$ cat src/rtl/atm_keypad_frontend.sv
// ---------------------------------------------------------------------------
// atm_keypad_frontend
//
// Collects one key event per cycle from the keypad scanner and assembles the
// account digit, PIN, operation, amount and new PIN for the ATM controller.
// Once a request is complete the fields are frozen, req_valid_o pulses for
// one cycle, and the block waits for session_done_i. An inactivity timer
// abandons partially entered sessions.
//
// Ports
//   clk_i           rising-edge clock
//   rst_ni          asynchronous active-low reset
//   key_valid_i     key_code_i is valid this cycle
//   key_code_i      0-9 digit, 0xA ENTER, 0xB CLEAR, 0xC CANCEL, 0xD-0xF ignored
//   session_done_i  controller finished the request (sampled in S_DONE only)
//   acc_num_o       account digit
//   pin_o           packed BCD PIN, first digit in [15:12]
//   new_pin_o       packed BCD new PIN, same ordering as pin_o
//   amount_o        binary value of the decimal amount
//   operation_o     1 BALANCE, 2 WITHDRAW, 3 DEPOSIT, 4 CHANGE_PIN
//   req_valid_o     one-cycle pulse in the first S_DONE cycle
//   busy_o          high in every phase except S_ACC
//   timeout_o       one-cycle pulse when the inactivity timer expires
//   phase_o         current state encoding
// ---------------------------------------------------------------------------
// state  | meaning
// S_ACC  | waiting for the account digit (idle)
// S_PIN  | collecting the 4-digit PIN
// S_OP   | waiting for a menu selection 1-4
// S_AMT  | collecting the decimal amount
// S_NPIN | collecting the 4-digit new PIN
// S_DONE | request presented, fields frozen until session_done_i
// ---------------------------------------------------------------------------
module atm_keypad_frontend #(
    parameter int unsigned TIMEOUT_CYCLES = 1000,
    parameter int unsigned MAX_AMT_DIGITS = 8
) (
    input  logic        clk_i,
    input  logic        rst_ni,
    input  logic        key_valid_i,
    input  logic [3:0]  key_code_i,
    input  logic        session_done_i,
    output logic [3:0]  acc_num_o,
    output logic [15:0] pin_o,
    output logic [15:0] new_pin_o,
    output logic [31:0] amount_o,
    output logic [2:0]  operation_o,
    output logic        req_valid_o,
    output logic        busy_o,
    output logic        timeout_o,
    output logic [2:0]  phase_o
);

    localparam logic [2:0] S_ACC  = 3'd0;
    localparam logic [2:0] S_PIN  = 3'd1;
    localparam logic [2:0] S_OP   = 3'd2;
    localparam logic [2:0] S_AMT  = 3'd3;
    localparam logic [2:0] S_NPIN = 3'd4;
    localparam logic [2:0] S_DONE = 3'd5;

    localparam logic [3:0] K_ENTER  = 4'hA;
    localparam logic [3:0] K_CLEAR  = 4'hB;
    localparam logic [3:0] K_CANCEL = 4'hC;

    localparam int unsigned    TW         = $clog2(TIMEOUT_CYCLES);
    localparam logic [TW-1:0]  TIMER_LAST = TW'(TIMEOUT_CYCLES - 1);
    localparam logic [3:0]     AMT_MAX    = 4'(MAX_AMT_DIGITS);

    logic [2:0]    phase_q,    phase_d;
    logic [3:0]    acc_q,      acc_d;
    logic          acc_seen_q, acc_seen_d;
    logic [15:0]   pin_q,      pin_d;
    logic [2:0]    pin_cnt_q,  pin_cnt_d;
    logic [15:0]   npin_q,     npin_d;
    logic [2:0]    npin_cnt_q, npin_cnt_d;
    logic [31:0]   amt_q,      amt_d;
    logic [3:0]    amt_cnt_q,  amt_cnt_d;
    logic [2:0]    op_q,       op_d;
    logic          req_q,      req_d;
    logic [TW-1:0] timer_q,    timer_d;

    logic active;
    logic expire;
    logic is_digit;
    logic clear_all;

    // Timer only runs while a session is partially entered.
    assign active   = (phase_q == S_PIN) || (phase_q == S_OP) ||
                      (phase_q == S_AMT) || (phase_q == S_NPIN);
    // A key in the expiry cycle wins over the timeout.
    assign expire   = active && !key_valid_i && (timer_q == TIMER_LAST);
    assign is_digit = (key_code_i <= 4'd9);

    always_comb begin
        phase_d    = phase_q;
        acc_d      = acc_q;
        acc_seen_d = acc_seen_q;
        pin_d      = pin_q;
        pin_cnt_d  = pin_cnt_q;
        npin_d     = npin_q;
        npin_cnt_d = npin_cnt_q;
        amt_d      = amt_q;
        amt_cnt_d  = amt_cnt_q;
        op_d       = op_q;
        req_d      = 1'b0;
        clear_all  = expire;
        timer_d    = (key_valid_i || !active) ? '0 : timer_q + 1'b1;

        if (phase_q == S_DONE) begin
            if (session_done_i) begin
                clear_all = 1'b1;
            end
        end else if (key_valid_i) begin
            if (key_code_i == K_CANCEL) begin
                clear_all = 1'b1;
            end else if (key_code_i == K_CLEAR) begin
                case (phase_q)
                    S_ACC:  begin acc_d  = '0; acc_seen_d = 1'b0; end
                    S_PIN:  begin pin_d  = '0; pin_cnt_d  = '0;   end
                    S_OP:   op_d = '0;
                    S_AMT:  begin amt_d  = '0; amt_cnt_d  = '0;   end
                    S_NPIN: begin npin_d = '0; npin_cnt_d = '0;   end
                    default: ;
                endcase
            end else if (key_code_i == K_ENTER) begin
                case (phase_q)
                    S_ACC:  if (acc_seen_q) phase_d = S_PIN;
                    S_PIN:  if (pin_cnt_q == 3'd4) phase_d = S_OP;
                    S_OP: begin
                        case (op_q)
                            3'd1:       begin phase_d = S_DONE; req_d = 1'b1; end
                            3'd2, 3'd3: phase_d = S_AMT;
                            3'd4:       phase_d = S_NPIN;
                            default:    ;
                        endcase
                    end
                    S_AMT:  if (amt_cnt_q != 4'd0) begin
                                phase_d = S_DONE;
                                req_d   = 1'b1;
                            end
                    S_NPIN: if (npin_cnt_q == 3'd4) begin
                                phase_d = S_DONE;
                                req_d   = 1'b1;
                            end
                    default: ;
                endcase
            end else if (is_digit) begin
                case (phase_q)
                    S_ACC: begin
                        acc_d      = key_code_i;
                        acc_seen_d = 1'b1;
                    end
                    S_PIN: if (pin_cnt_q < 3'd4) begin
                        pin_d     = {pin_q[11:0], key_code_i};
                        pin_cnt_d = pin_cnt_q + 3'd1;
                    end
                    S_OP: begin
                        // Menu digit 5 is the on-screen cancel entry.
                        if (key_code_i == 4'd5) begin
                            clear_all = 1'b1;
                        end else if (key_code_i >= 4'd1 && key_code_i <= 4'd4) begin
                            op_d = key_code_i[2:0];
                        end
                    end
                    S_AMT: if (amt_cnt_q < AMT_MAX) begin
                        amt_d     = amt_q * 32'd10 + 32'(key_code_i);
                        amt_cnt_d = amt_cnt_q + 4'd1;
                    end
                    S_NPIN: if (npin_cnt_q < 3'd4) begin
                        npin_d     = {npin_q[11:0], key_code_i};
                        npin_cnt_d = npin_cnt_q + 3'd1;
                    end
                    default: ;
                endcase
            end
        end

        if (clear_all) begin
            phase_d    = S_ACC;
            acc_d      = '0;
            acc_seen_d = 1'b0;
            pin_d      = '0;
            pin_cnt_d  = '0;
            npin_d     = '0;
            npin_cnt_d = '0;
            amt_d      = '0;
            amt_cnt_d  = '0;
            op_d       = '0;
            req_d      = 1'b0;
            timer_d    = '0;
        end
    end

    always_ff @(posedge clk_i or negedge rst_ni) begin
        if (!rst_ni) begin
            phase_q    <= S_ACC;
            acc_q      <= '0;
            acc_seen_q <= 1'b0;
            pin_q      <= '0;
            pin_cnt_q  <= '0;
            npin_q     <= '0;
            npin_cnt_q <= '0;
            amt_q      <= '0;
            amt_cnt_q  <= '0;
            op_q       <= '0;
            req_q      <= 1'b0;
            timer_q    <= '0;
        end else begin
            phase_q    <= phase_d;
            acc_q      <= acc_d;
            acc_seen_q <= acc_seen_d;
            pin_q      <= pin_d;
            pin_cnt_q  <= pin_cnt_d;
            npin_q     <= npin_d;
            npin_cnt_q <= npin_cnt_d;
            amt_q      <= amt_d;
            amt_cnt_q  <= amt_cnt_d;
            op_q       <= op_d;
            req_q      <= req_d;
            timer_q    <= timer_d;
        end
    end

    assign acc_num_o   = acc_q;
    assign pin_o       = pin_q;
    assign new_pin_o   = npin_q;
    assign amount_o    = amt_q;
    assign operation_o = op_q;
    assign req_valid_o = req_q;
    assign busy_o      = (phase_q != S_ACC);
    assign timeout_o   = expire;
    assign phase_o     = phase_q;

endmodule

$ cat config.mk
export PLATFORM = sky130hd
export DESIGN_NAME = atm_keypad_frontend
export DESIGN_NICKNAME = d
export VERILOG_FILES = /design/src/rtl/atm_keypad_frontend.sv
export SDC_FILE = /design/constraint.sdc
export NUM_CORES = 1
export LEC_CHECK = 0
export BUFFER_PORTS_ARGS = -buffer_cell sky130_fd_sc_hd__buf_2
export CAP_MARGIN = 20
export CORE_MARGIN = 2
export CORE_UTILIZATION = 43
export CTS_CLUSTER_SIZE = 14
export DETAILED_ROUTE_END_ITERATION = 10
export GPL_TIMING_DRIVEN = 0
export PLACE_DENSITY = 0.67
export SLEW_MARGIN = 10
export SYNTH_ARGS = -nofsm -noshare
export SYNTH_HDL_FRONTEND = slang
export SYNTH_SLANG_ARGS = --single-unit
$ cat constraint.sdc
create_clock -name clk_i -period 6.6 [get_ports clk_i]
set_clock_uncertainty 0.2 [all_clocks]
set_input_delay 1.32 -clock clk_i [delete_from_list [all_inputs] [get_ports clk_i]]
set_output_delay 1.32 -clock clk_i [all_outputs]
set_load 0.02 [all_outputs]
==> results.md, run 1 <==
Clocking:
- The buffer levels on the longest clock path is 2.
- The number of gates resized after CTS was 0.
- CTS saw 96 sinks.
- In this run the clock root is driven by a sky130_fd_sc_hd__clkbuf_16.
- After clock tree synthesis, the clock-pin slew on the worst setup and hold paths is 0.08 ns.
- TritonCTS built the clock tree.
- The total setup buffers inserted after CTS is 0.
- The later pin in the worst-skew pair is clocked with a latency of 0.37 ns.
- For this design, the CTS-stage hold fixing added 0 buffers.
- The total CTS buffers is 9.
- The H-tree level count is 3.

Synth:
- The top-area cell type share of the netlist area is 35.16%.
- The mapped netlist covers 6833 um2.
- Ranked by total cell area, the synthesized netlist is headed by sky130_fd_sc_hd__dfrtp_1, sky130_fd_sc_hd__ha_1, sky130_fd_sc_hd__nand2_1.
- The count of yosys warnings during synthesis is 0.
- Synthesis handed over a netlist of 802 instances.
- A synthesized cell averages 8.520 um2.
- The commonest cells after synthesis are sky130_fd_sc_hd__nand2_1, sky130_fd_sc_hd__dfrtp_1, sky130_fd_sc_hd__o21ai_0.
- In the synthesized netlist the dominant register cell turns out to be sky130_fd_sc_hd__dfrtp_1.
- The most used standard cell by instance count after synthesis is sky130_fd_sc_hd__nand2_1.
- After synthesis, the share of flip-flops with an asynchronous set or reset is 100.0%.
- The biggest area contributor in the post-synthesis netlist is sky130_fd_sc_hd__dfrtp_1.
- The count of state elements after synthesis is 96.
- For this run, the register share of the synthesized area comes to 35.16%.
- The synthesized design contains 0 enable-type register cells.
- The number of distinct library cell variants in the gate-level netlist after synthesis is 66.
- When the netlist entered floorplanning its net count stood at 877.

Min path:
- The type of the most critical hold path is flip-flop to flip-flop.
- The number of cells on the worst hold path is 1.
- The worst hold path terminates at timer_q[0].
- The origin of the worst min-delay path is timer_q[0].

Job:
- The max capacitance violation total is 0.

Critical path:
- The depth of the most critical reg-to-reg path is 13.
- In this run the number of cells on the critical path is 13.
- The startpoint of the lowest-slack register-to-register path is amount_o[1].
- The worst setup path is of the input port to flip-flop kind.
- The endpoint of the worst-slack reg-to-reg timing path is amount_o[31].
- The sum of buffers and inverters on the critical path is 1.
- The slowest stage of the critical path is the sky130_fd_sc_hd__nor4_1 cell.
- Traced cell by cell, the critical path runs through buf_2, ha_1, fa_1, a21o_1, nand2_1, nor3b_1, nand3_1, nor4_1, nand2_1, nor3_1, and4_1, xor2_1, o21ai_1.
- The startpoint kind of the worst setup timing path is an input port.
- The maximum single-stage delay on the critical path is 0.69 ns.
- In this design, the largest share of critical-path delay is due to simple AND/OR/NAND/NOR gates.
- The most common cell type on the critical path is sky130_fd_sc_hd__nand2_1.
- The data required time of the worst path is 6.63 ns.
- Of all nets on the critical path, the largest fanout is 7.
- In this run the register-to-register setup slack is 2.13 ns.
- Data arrives at the worst endpoint at 4.55 ns.
- The kind of end point of the critical path is a flip-flop.

Routing:
- The post-detailed-route via-to-cell ratio is 5.466.
- The count of nets left with antenna violations once routing finished came out at 0.
- The number of iterations in the first detailed-routing pass is 5.
- The number of vias in the routed layout is 6116.
- In this run, the number of DRC markers left after iteration 0 of detailed routing was 413.
- After detailed routing, the average wire length per cell comes to 15.51 um.
- For this run, design rule violations remaining after detail routing come to 0.
- Summed over all layers, the routed wires come to 17350 um.

Cells and area:
- 0 antenna diodes ended up in the layout.
- The proportion of layout cells with a drive suffix above 1 is 13.73%.
- The total number of nets in the final design is 973.
- The finished cells cover 7870 um2.
- Relative to the synthesized area, the layout overhead comes to 15.18%.

Global routing:
- The global-route wire length before repair is 28870 um.
- The number of antenna violations at the first check in global routing came to 0.
- The global-route usage over all layers is 21.56%.
- The total global routing overflow is 0.
- The via count of the first global-routing pass is 5836.
- Entering global routing, the biggest net connects 58 pins.

Place:
- The HPWL after detailed placement is 13040 um.
- The area of placed instances is 7553 um2.
- During placement, the flow inserted port buffers numbering 84.
- Routability-driven placement finished with a final weighted congestion of 0.8785.

Floorplanning:
- The number of top-level pins is 85.
- The horizontal die dimension is 130.1 um.
- Row generation in the floorplan step produced 46 rows.
- The die extent in y is 130.1 um.
- The area inside the core boundary is 15710 um2.
- Once the floorplan was initialized, standard cells occupied 43.49% of the core.
- The die footprint is 16910 um2.

STA:
- The post-route fraction of the period consumed by the critical path is 68.44%.
- Setup repair after global routing left no endpoint under its margin.
- For the pin with the worst max-slew slack, the measured transition is 0.8099 ns.
- Setup violations remaining at the end of the flow were counted as 0.
- The max-slew violation count is 0.
- In this run the tightest slew margin relative to its limit is 45.32%.
- The final period demand of the worst path is 4.517 ns.
- The final-report hold violation count is 0.
- The setup TNS is 0 ns.
- Based on the critical path, the design can be clocked at up to 221.4 MHz.

Pwr:
- The design draws 2.969 mW.
- For this design the static power due to leakage is 3.735 nW.
- Dividing total power by cell area gives a power density of 377.3 nW/um2.
- Across the VDD grid, the largest voltage drop is 282.1 uV.

Outcome:
- The flow ran to the end, and the final reports show no timing, DRC or antenna violations.
==> cells in the final DEF, fill, tap and decap left out, types with 4 or more instances in the layout <==
cell                        count
sky130_fd_sc_hd__a211oi_1       6
sky130_fd_sc_hd__a21o_1        11
sky130_fd_sc_hd__a21oi_1       50
sky130_fd_sc_hd__and2_1         9
sky130_fd_sc_hd__and3_1         5
sky130_fd_sc_hd__buf_2         85
sky130_fd_sc_hd__clkbuf_1      23
sky130_fd_sc_hd__clkbuf_16      9
sky130_fd_sc_hd__dfrtp_1       96
sky130_fd_sc_hd__ha_1          65
sky130_fd_sc_hd__inv_1         16
sky130_fd_sc_hd__nand2_1      163
sky130_fd_sc_hd__nand2b_1       8
sky130_fd_sc_hd__nand3_1       17
sky130_fd_sc_hd__nand4_1        8
sky130_fd_sc_hd__nor2_1        51
sky130_fd_sc_hd__nor2b_1        5
sky130_fd_sc_hd__nor3_1        12
sky130_fd_sc_hd__nor3b_1        4
sky130_fd_sc_hd__nor4_1         5
sky130_fd_sc_hd__o211ai_1       5
sky130_fd_sc_hd__o21a_1         5
sky130_fd_sc_hd__o21ai_0       88
sky130_fd_sc_hd__o21ai_1        4
sky130_fd_sc_hd__o31ai_1       18
sky130_fd_sc_hd__or3_1          4
sky130_fd_sc_hd__xnor2_1       26
sky130_fd_sc_hd__xor2_1        34
==> sequential cells by signal, indices dropped and copies added (netlist names) <==
register     count
acc_seen_q       1
amount_o        32
npin_cnt_q       3
pin_cnt_q        3
amt_cnt_q        4
operation_o      3
timer_q         10
acc_num_o        4
pin_o           16
new_pin_o       16
phase_o          3
req_valid_o      1
==> power breakdown <==
part | internal, mW | leakage (nW) | switching [mW]
combinational | 0.510 | 2.31 | 0.974
sequential | 0.769 | 1.27 | 0.165
clock | 0.275 | 0.152 | 0.276
==> cell type report <==
type                            count  area [um2]
Clock buffer                        9       225.2
Buffer                             28       130.1
Multi-Input combinational cell    662        4240
Clock inverter                      7       91.34
Timing Repair Buffer               85       450.4
Fill cell                        1513        7843
Inverter                           16       60.06
Tap cell                          216       270.3
Sequential cell                    96        2402
==> routing by layer <==
metal	routed length (um)	GRT usage, %	part of all wire [%]	vias to the layer above
li1	-	-	-	3054
met1	7959	29.26	46	2852
met2	8170	35.36	47	178
met3	843	3.608	4.9	32
met4	378	6.831	2.2	0
met5	0	0	0	-
==> cells by family after synthesis <==
family	Yosys count	share of synthesized area [%]
AND/OR/NAND/NOR	311	21.19
AO/OA/AOI/OAI	223	20.55
flip-flops	96	35.16
adder cells (fa/ha/maj)	67	12.49
XOR/XNOR	60	7.691
buffers and inverters	44	2.783
multiplexers	1	0.1465
==> how the worst max path moves through the flow <==
stage / start / end / slack, ns
final: key_code_i[1] / amount_o[31] / 2.08
after global routing: amount_o[1] / amount_o[29] / 1.72
after CTS: key_code_i[1] / amount_o[31] / 2.06
after detailed placement: key_code_i[1] / amount_o[31] / 1.72
after global placement: key_code_i[1] / amount_o[31] / 1.71
after floorplan: key_code_i[1] / amount_o[31] / 2.67
==> through the flow <==
stage / util [%] / hold slack, ns / std cells / setup WS (ns)
6_report: 50.09 / 0.2810 / 1119 / 2.083
5_1_grt: 50.09 / 0.3183 / 1119 / 1.721
4_1_cts: 50.09 / 0.2873 / 1119 / 2.063
3_5_place_dp: 48.07 / 0.2739 / 1103 / 1.720
3_3_place_gp: 47.88 / 0.2615 / 1102 / 1.711
2_1_floorplan: - / 0.2479 / 802 / 2.670
Power figures use the tool's default switching activity.
==> run 2, diff against run 1 <==
- clock period: 6.6 -> 4.6 ns (I/O delays scaled with it)
==> run 2 against run 1 <==
  * Design area increased by 0.19%
  * Sequential share of layout area decreased by 0.058 points
  * Global-route usage unchanged
  * Die area unchanged
  * Critical path type is now flip-flop to flip-flop
==> results.md, run 2 (synthesis results as in run 1) <==
Cells and area:
- Leaving out fill and tap cells, the most frequent cells in the layout are sky130_fd_sc_hd__nand2_1, sky130_fd_sc_hd__dfrtp_1, sky130_fd_sc_hd__o21ai_0, sky130_fd_sc_hd__buf_2, sky130_fd_sc_hd__ha_1.
- The multi-input combinational cell area is 4255 um2 (+0.35%).
- The final design instance area without fill is 7885 um2 (+0.19%).
- The register area is 2402 um2 (unchanged).
- The commonest non-fill, non-tap cell in the layout is sky130_fd_sc_hd__nand2_1.
- The final antenna diode count is 0 (unchanged).
- The flip-flop count of the largest register after layout was 32 (unchanged).
- The proportion of layout cells with a drive suffix above 1 came to 14.06% (+0.33 points).
- Relative to the synthesized area, the layout overhead comes to 15.40%.
- The total number of nets in the final design is 973 (unchanged).
- The filler cell count in the final layout is 1512 (-0.066%).

Clocking:
- The buffer levels on the longest clock path is 2 (unchanged).
- The total CTS buffers came to 9 (unchanged).
- The total number of clock tree sinks is 96 (unchanged).
- The tree is rooted in a sky130_fd_sc_hd__clkbuf_16.
- The clock insertion delay at the later pin of the skew report is 0.36 ns (about the same).
- The total setup buffers inserted after CTS was 0 (unchanged).
- The H-tree level count was 3 (unchanged).
- TritonCTS built the clock tree.
- The clock slew seen by the registers of the worst setup and hold paths was 0.08 ns (about the same).

Critical path:
- The data required time of the worst path was 4.64 ns (-1.99 ns).
- The largest fanout on the critical path is 5 (-2).
- The startpoint identified for the worst register-to-register timing path is amount_o[1].
- The worst setup path is launched from a flip-flop.
- The data arrival time of the critical path came to 4.33 ns (-0.22 ns).
- The minimum setup slack among reg-to-reg paths was 0.31 ns (-1.82 ns).
- The start point of the critical path is amount_o[1].
- The depth of the most critical reg-to-reg path is 14 (+1).
- STA classifies the critical path endpoint as a flip-flop.
- The path type of the worst setup path is flip-flop to flip-flop.

Floorplanning:
- The die extent in y is 130.1 um (unchanged).
- The number of top-level pins is 85 (unchanged).
- The number of standard-cell rows in the floorplan was 46 (unchanged).
- The area inside the core boundary is 15710 um2 (unchanged).
- The horizontal die dimension is 130.1 um (unchanged).
- The die footprint is 16910 um2 (unchanged).
- The initial standard-cell utilization of the core was 43.49% (unchanged).

Pwr:
- The static power due to leakage was 3.736 nW (about the same).
- The worst ir drop on vdd came to 406.6 uV (+44%).
- The power per unit of standard cell area is 542.1 nW/um2 (+44%).

Min path:
- The startpoint identified for the worst hold timing path is timer_q[0].
- The number of cells on the worst hold path is 1 (unchanged).
- The type of the most critical hold path is flip-flop to flip-flop.

Routing:
- The number of iterations in the first detailed-routing pass is 5 (unchanged).
- The number of vias in the routed layout was 6137 (+0.34%).
- The total wire length is 17460 um (+0.60%).
- The post-detailed-route via-to-cell ratio is 5.484 (+0.34%).
- The routed length per placed instance is 15.60 um (+0.60%).
- The count of nets left with antenna violations after detail routing is 0 (unchanged).
- The number of DRC markers after the initial detailed-route iteration is 448 (+8.5%).
- The remaining design rule violation count is 0 (unchanged).

STA:
- The actual slew at the worst max-slew pin is 0.8106 ns (+0.0006863 ns).
- Static timing analysis puts the maximum clock frequency at 233.0 MHz.
- The max-slew violation count is 0 (unchanged).
- The final-report hold violation count is 0 (unchanged).
- The final period demand of the worst path is 4.292 ns.
- The post-route fraction of the period consumed by the critical path is 93.31%.
- The worst slew margin relative to its limit was 45.27% (-0.046 points).
- The number of setup violations in the final report was 0 (unchanged).
- The setup TNS is 0 ns (unchanged).
- Setup repair after global routing left no endpoint under its margin.

Global routing:
- The global-route wire length before repair came to 28870 um (unchanged).
- The number of antenna violations at the first check in global routing is 0 (unchanged).
- The global-route usage over all layers is 21.56% (unchanged).
- The pin count of the biggest net entering global routing is 58 (unchanged).
- The total global routing overflow is 0 (unchanged).
- The via count of the first global-routing pass was 5836 (unchanged).

Job:
- The max capacitance violation total is 0 (unchanged).

Place:
- The area of placed instances is 7553 um2 (unchanged).
- The HPWL after detailed placement is 13040 um (unchanged).
- The final estimated routing congestion in global placement is 0.8785 (unchanged).
- The number of port buffers came to 84 (unchanged).

Outcome:
- The run finished with clean final reports.
run 2: final timing paths:
kind,to
min in group asynchronous,pin_o[2]
min reg2reg,timer_q[0]
max in group asynchronous,amount_o[15]
min,timer_q[0]
max reg2reg,amount_o[31]
max,amount_o[31]
run 2: report_power, final:
part	internal (mW)	switching, mW
registers	1.10	0.238
logic	0.734	1.41
clock network	0.394	0.399
total	2.23	2.04
run 2: routing by layer:
metal / up-vias / GRT usage, % / routed length, um
met4: 0 / 6.831 / 409
li1: 3049 / - / -
met5: - / 0 / 0
met2: 170 / 35.36 / 8199
met3: 34 / 3.608 / 848
met1: 2884 / 29.26 / 7999
run 2: layout make-up:
| type | instances | area share (%) |
|---|---|---|
| Multi-Input combinational cell | 662 | 53.97 |
| Buffer | 28 | 1.650 |
| Tap cell | 216 | 3.427 |
| Inverter | 16 | 0.7617 |
| Clock buffer | 9 | 2.856 |
| Clock inverter | 7 | 1.158 |
| Timing Repair Buffer | 85 | 5.712 |
| Sequential cell | 96 | 30.47 |
run 2: through the flow:
step	std cells	worst slack (ns)	utilization (%)	hold slack (ns)	power, mW
floorplan	802	0.7156	-	0.2479	2.836
global placement	1102	0.1112	47.88	0.2615	3.449
detailed placement	1103	0.1195	48.07	0.2739	3.486
CTS	1119	0.08324	50.09	0.2873	4.298
global route	1119	0.03094	50.18	0.3183	4.643
finish	1119	0.3079	50.18	0.2813	4.274
run 2: critical path: stages, from the launching register on:
cell                        delay (ns)
sky130_fd_sc_hd__dfrtp_1          0.45
sky130_fd_sc_hd__ha_1             0.31
sky130_fd_sc_hd__ha_1             0.16
sky130_fd_sc_hd__inv_1            0.06
sky130_fd_sc_hd__fa_1             0.40
sky130_fd_sc_hd__nand2b_1         0.20
sky130_fd_sc_hd__a21o_1           0.22
sky130_fd_sc_hd__a211oi_1         0.40
sky130_fd_sc_hd__nor4_1           0.15
sky130_fd_sc_hd__a2111oi_4        0.52
sky130_fd_sc_hd__nand3_4          0.15
sky130_fd_sc_hd__nor4_2           0.43
sky130_fd_sc_hd__and4_1           0.28
sky130_fd_sc_hd__xor2_1           0.15
sky130_fd_sc_hd__o21ai_1          0.07
run 2: what timing repair did:
action                                  in CTS  in global routing
endpoints found under the setup margin       0                  4
endpoints found under the hold margin        0                  0
hold buffers                                 0                  0
resized for setup                            0                  3
